===== config.mk =====
export PLATFORM = sky130hd
export DESIGN_NAME = layer_out_serializer
export DESIGN_NICKNAME = d
export VERILOG_FILES = /design/src/rtl/fnn_pkg.sv /design/src/rtl/layer_out_serializer.sv
export SDC_FILE = /design/constraint.sdc
export NUM_CORES = 1
export LEC_CHECK = 0
export BUFFER_PORTS_ARGS = -buffer_cell sky130_fd_sc_hd__buf_4
export CORE_UTILIZATION = 28
export DETAILED_ROUTE_END_ITERATION = 8
export SYNTH_ARGS = -nofsm -noshare
export SYNTH_HDL_FRONTEND = slang
export SYNTH_SLANG_ARGS = --single-unit

===== constraint.sdc =====
create_clock -name clk -period 4.05 [get_ports clk]
set_input_delay 0.2025 -clock clk [delete_from_list [all_inputs] [get_ports clk]]
set_output_delay 0.2025 -clock clk [all_outputs]
set_load 0.02 [all_outputs]

===== src/rtl/fnn_pkg.sv =====
// Shared definitions for the feed-forward network datapath blocks.
package fnn_pkg;

    localparam int FNN_DATA_WIDTH = 16;

    typedef enum logic [1:0] {
        SER_IDLE    = 2'd0,
        SER_COLLECT = 2'd1,
        SER_STREAM  = 2'd2
    } ser_state_t;

endpackage


===== src/rtl/layer_out_serializer.sv =====
// Collects one activation per neuron of a layer, then streams the frame one word
// per cycle (index 0 first) onto the next layer's shared input bus.
module layer_out_serializer
    import fnn_pkg::*;
#(
    parameter int NUM_NEURONS = 30,
    parameter int DATA_WIDTH  = FNN_DATA_WIDTH
) (
    input  logic                              clk,
    input  logic                              rst,
    input  logic [NUM_NEURONS*DATA_WIDTH-1:0] neuron_out,
    input  logic [NUM_NEURONS-1:0]            neuron_valid,
    output logic [DATA_WIDTH-1:0]             out_data,
    output logic                              out_valid,
    output logic                              out_last,
    output logic                              busy,
    output logic                              overrun_err
);

    localparam int IDX_W = $clog2(NUM_NEURONS);
    localparam logic [IDX_W-1:0] IDX_LAST = IDX_W'(NUM_NEURONS - 1);

    ser_state_t             state_r;
    logic [NUM_NEURONS-1:0] mask_r;
    logic [IDX_W-1:0]       idx_r;
    logic [DATA_WIDTH-1:0]  word_buf_r [NUM_NEURONS];
    logic [DATA_WIDTH-1:0]  out_data_r;
    logic                   out_valid_r;
    logic                   out_last_r;
    logic                   busy_r;
    logic                   overrun_err_r;

    logic [NUM_NEURONS-1:0] wr_en_s;
    logic                   any_valid_s;
    logic                   mask_full_s;
    logic [IDX_W-1:0]       idx_nxt_s;
    logic [DATA_WIDTH-1:0]  first_word_s;

    // Nothing is written while streaming, so the frame being read stays intact.
    assign wr_en_s      = (state_r == SER_STREAM) ? {NUM_NEURONS{1'b0}} : neuron_valid;
    assign any_valid_s  = |neuron_valid;
    assign mask_full_s  = &(mask_r | neuron_valid);
    assign idx_nxt_s    = idx_r + IDX_W'(1);
    // Word 0 may be captured in the very cycle the frame completes, so bypass it.
    assign first_word_s = neuron_valid[0] ? neuron_out[DATA_WIDTH-1:0] : word_buf_r[0];

    // Activation buffer: per-neuron write enables, deliberately not reset.
    always_ff @(posedge clk) begin
        for (int i = 0; i < NUM_NEURONS; i++) begin
            if (wr_en_s[i]) begin
                word_buf_r[i] <= neuron_out[i*DATA_WIDTH +: DATA_WIDTH];
            end
        end
    end

    // Frame FSM with capture mask, stream index and all registered outputs.
    always_ff @(posedge clk) begin
        if (rst) begin
            state_r       <= SER_IDLE;
            mask_r        <= {NUM_NEURONS{1'b0}};
            idx_r         <= {IDX_W{1'b0}};
            out_data_r    <= {DATA_WIDTH{1'b0}};
            out_valid_r   <= 1'b0;
            out_last_r    <= 1'b0;
            busy_r        <= 1'b0;
            overrun_err_r <= 1'b0;
        end else begin
            case (state_r)
                SER_IDLE, SER_COLLECT: begin
                    out_valid_r <= 1'b0;
                    out_last_r  <= 1'b0;
                    mask_r      <= mask_r | neuron_valid;
                    if (mask_full_s) begin
                        state_r     <= SER_STREAM;
                        idx_r       <= {IDX_W{1'b0}};
                        out_data_r  <= first_word_s;
                        out_valid_r <= 1'b1;
                        busy_r      <= 1'b1;
                    end else if (any_valid_s) begin
                        state_r <= SER_COLLECT;
                        busy_r  <= 1'b1;
                    end else begin
                        state_r <= state_r;
                    end
                end
                SER_STREAM: begin
                    if (any_valid_s) begin
                        overrun_err_r <= 1'b1;
                    end
                    // idx_r is the index of the word currently on out_data.
                    if (idx_r == IDX_LAST) begin
                        state_r     <= SER_IDLE;
                        mask_r      <= {NUM_NEURONS{1'b0}};
                        idx_r       <= {IDX_W{1'b0}};
                        out_valid_r <= 1'b0;
                        out_last_r  <= 1'b0;
                        busy_r      <= 1'b0;
                    end else begin
                        idx_r      <= idx_nxt_s;
                        out_data_r <= word_buf_r[idx_nxt_s];
                        out_last_r <= (idx_nxt_s == IDX_LAST);
                    end
                end
                default: begin
                    state_r     <= SER_IDLE;
                    mask_r      <= {NUM_NEURONS{1'b0}};
                    idx_r       <= {IDX_W{1'b0}};
                    out_valid_r <= 1'b0;
                    out_last_r  <= 1'b0;
                    busy_r      <= 1'b0;
                end
            endcase
        end
    end

    assign out_data    = out_data_r;
    assign out_valid   = out_valid_r;
    assign out_last    = out_last_r;
    assign busy        = busy_r;
    assign overrun_err = overrun_err_r;

endmodule

==> results.py <==
metrics = {
    "final_layout": {
        "drive_gt1_share_pct": 33.7,
        "final_util_pct": 44.9,
        "fin_cells": 3256,
        "syn2layout_area_growth_pct": 58.5,
        "regArea_mm2": 0.0156,
        "layout.nets": 2741,
        "multi_input_area_mm2": 0.00521,
        "fill_cells": 6402,
    },
    "power_and_ir_drop": {
        "internal_power_w": 0.0106,
        "power_frac_seq_pct": 47.7,
        "sw_frac_of_total_pct": 21.5,
        "pwr-share-clk_pct": 43.1,
        "power.density_mw_per_mm2": 405,
        "switchingPower_w": 0.00292,
        "ir_drop_uv": 303,
        "comb_power_share_pct": 9.2,
        "p_leak_nw": 12.4,
        "totalPowerFinal_w": 0.0135,
    },
    "timing": {
        "rsz0062_at_grt": "false",
        "relSlewSlack_pct": 10.4,
        "setup_slack_ns": 0.225,
        "fmax_mhz": 261,
        "fin_worst_skew_ns": 0.0171,
        "holdWs_ns": 0.0779,
        "fin_crit_ns": 3.83,
        "period_share_pct": 94.4,
        "setup_violations": 0,
        "slew_violations": 0,
        "finalHoldViolations": 0,
        "worst_slew_pin_slew_ns": 1.34,
    },
    "worst_setup_path": {
        "startpoint_type": "flip-flop",
        "path_class": "reg2reg",
        "end_kind": "flip-flop",
        "required_ns": 4.51,
        "crit_arrival_ns": 4.28,
        "crit_fanout": 34,
    },
    "outcome": {
        "status": "completed",
    },
    "synthesis": {
        "ys_warn_count": 0,
        "synth.most_common_cell": "edfxtp_1",
        "postSynthCellCount": 1182,
        "ys_top_cells_by_count": "edfxtp_1 (480), mux4_2 (109), a21oi_1 (83), nand2_1 (70), nor2_1 (63)",
        "synth.distinct_cells": 49,
        "synth_edf_count": 480,
        "synth_area_leaders": "edfxtp_1 (68%), mux4_2 (12%), dfxtp_1 (5.4%), a21oi_1 (2.0%), mux2i_1 (1.6%)",
        "synth_seq_area_share_pct": 73.7,
        "mappedNetlistArea_mm2": 0.0211,
        "synth_top_cell_area_share_pct": 68.3,
        "synth_top_area_cell": "edfxtp_1",
        "synth_flop_cell": "edfxtp_1",
        "postSynthAreaPerCell_um2": 17.9,
        "synth_fp_nets": 1697,
        "ys_seq_elements": 537,
        "async_flop_share_pct": 0,
    },
    "global_routing": {
        "gr-usage-all-layers_pct": 21.7,
        "grt_pass1_wl_mm": 119,
        "grt-ovfl-total": 0,
        "grt_start_max_net_pins": 78,
        "first_global_vias": 17000,
        "antenna_found_initial": 14,
    },
    "die": {
        "placeableCoreArea_mm2": 0.0744,
        "initial_core_util_pct": 28.3,
        "rows": 100,
        "ios": 532,
        "die_area_mm2": 0.0765,
        "die_w_um": 277,
        "die_h_um": 277,
    },
    "drt": {
        "wl_per_cell_um": 25.8,
        "drc": 0,
        "vias": 15500,
        "first_pass_iters": 6,
        "routed_wl_mm": 84.1,
        "drt_iter0_drc": 1304,
        "ant_nets": 0,
        "viasPerCell": 4.76,
    },
    "hold_path": {
        "hold_class": "in2reg",
    },
    "clocking": {
        "cts_setup_buffers": 0,
        "clk_pin_slew_ns": 0.06,
        "clk_latency_ns": 0.63,
        "htreeDepth": 2,
        "cts_buffer_depth": 3,
        "ctsRootBufferMaster": "clkbuf_16",
        "cts_buffers": 60,
        "clock-sinks": 537,
        "cts_tree": "done",
    },
    "place": {
        "post-dp-hpwl_mm": 58.0,
        "dp_slack_ns": -0.230,
        "placedCellCount": 2622,
        "io_buffers": 531,
        "gp_congestion": 0.848,
    },
    "flow_run": {
        "drv_cap": 0,
    },
}
registers in the layout, indices dropped and copies added, names as in the netlist:
| register | cells |
|---|---|
| out_last | 1 |
| word_buf_r | 480 |
| out_data | 16 |
| idx_r | 5 |
| mask_r | 30 |
| out_valid | 1 |
| busy | 1 |
| overrun_err | 1 |
| state_r | 2 |
timing repair:
| action | 4_1_cts | 5_1_grt |
|---|---|---|
| endpoints found under the hold margin | 509 | 0 |
| setup endpoints to repair | 6 | 0 |
| gates resized for setup | 2 | 0 |
| hold buffers | 509 | 0 |
cell usage in the layout (no fill, tap or decap), drive strengths merged, types with 4 or more instances in the layout:
cell	synthesis	routed
mux2i	34	34
o22ai	14	14
o32ai	15	15
nand4	5	5
nand2	70	70
and2	32	32
nor2b	32	32
dlygate4sd3	0	509
edfxtp	480	480
o21ai	4	4
nor4	25	25
nor2	63	63
nand3	5	5
xnor2	3	4
o311ai	15	15
dfxtp	57	57
a211oi	15	15
clkinv	0	20
buf	39	543
clkbuf	33	76
bufinv	0	8
inv	21	25
mux4	109	109
xor2	3	4
a21oi	83	83
diode	0	12
critical path, cell delays in order (launching register included):
cell and delay [ns]:
dfxtp_4 0.37, buf_4 0.57, nand3_2 0.51, xnor2_4 0.79
a21oi_1 0.30, o311ai_0 0.94, o32ai_1 0.16
metrics by stage:
step / instance area, um2 / TNS (ns)
4_1_cts: 33400 / 0
5_1_grt: 33400 / 0
3_5_place_dp: 26200 / -0.493
2_1_floorplan: 21100 / 0
6_report: 33400 / 0
3_3_place_gp: 26100 / -0.319
cell type report:
type,count,area share (%)
sequential,537,46.5
inverter,21,0.236
clock inverter,35,1.19
timing repair buffer,1052,27.6
multi-input combinational,554,15.6
tap,969,3.63
antenna,12,0.0898
clock buffer,76,5.12
power groups by stage:
| stage | logic, W | registers, W | clock network [W] |
|---|---|---|---|
| 3_5_place_dp | 0.000812 | 0.00658 | 0 |
| 2_1_floorplan | 0.000241 | 0.00653 | 0 |
| 6_report | 0.00124 | 0.00647 | 0.00584 |
| 3_3_place_gp | 0.000804 | 0.00656 | 0 |
| 5_1_grt | 0.00131 | 0.00649 | 0.00611 |
| 4_1_cts | 0.00124 | 0.00646 | 0.00590 |
cell families (layout without fill, tap and decap cells):
family                     count (synthesis)  count (layout)  share of synthesized area, %
adders and majority gates                  3               3                         0.178
and+or+nand+nor                          238             238                          5.47
buffers and inverters                     93            1184                          2.14
AOI/OAI and AO/OA                        162             162                          4.95
xor gates and xnor gates                   6               8                         0.285
muxes                                    143             143                          13.2
DFF                                      537             537                          73.7
other                                      0              12                             0
metal layers:
metal,global-route usage (%),part of all wire (%)
met4,5.74,2.4
met1,26.5,39
met2,39.0,52
met3,4.17,6.0
met5,0,0.020
worst paths after layout:
| check | from | to | slack, ns | cells past startpoint |
|---|---|---|---|---|
| worst min register to register | mask_r[22] | mask_r[22] | 0.47 | 2 |
| worst max-delay path | idx_r[0] | out_data[6] | 0.22 | 6 |
| worst min-delay path | rst | idx_r[0] | 0.08 | 2 |
| worst max register to register | idx_r[0] | out_data[6] | 0.22 | 6 |
(Power assumes the default switching activity.)
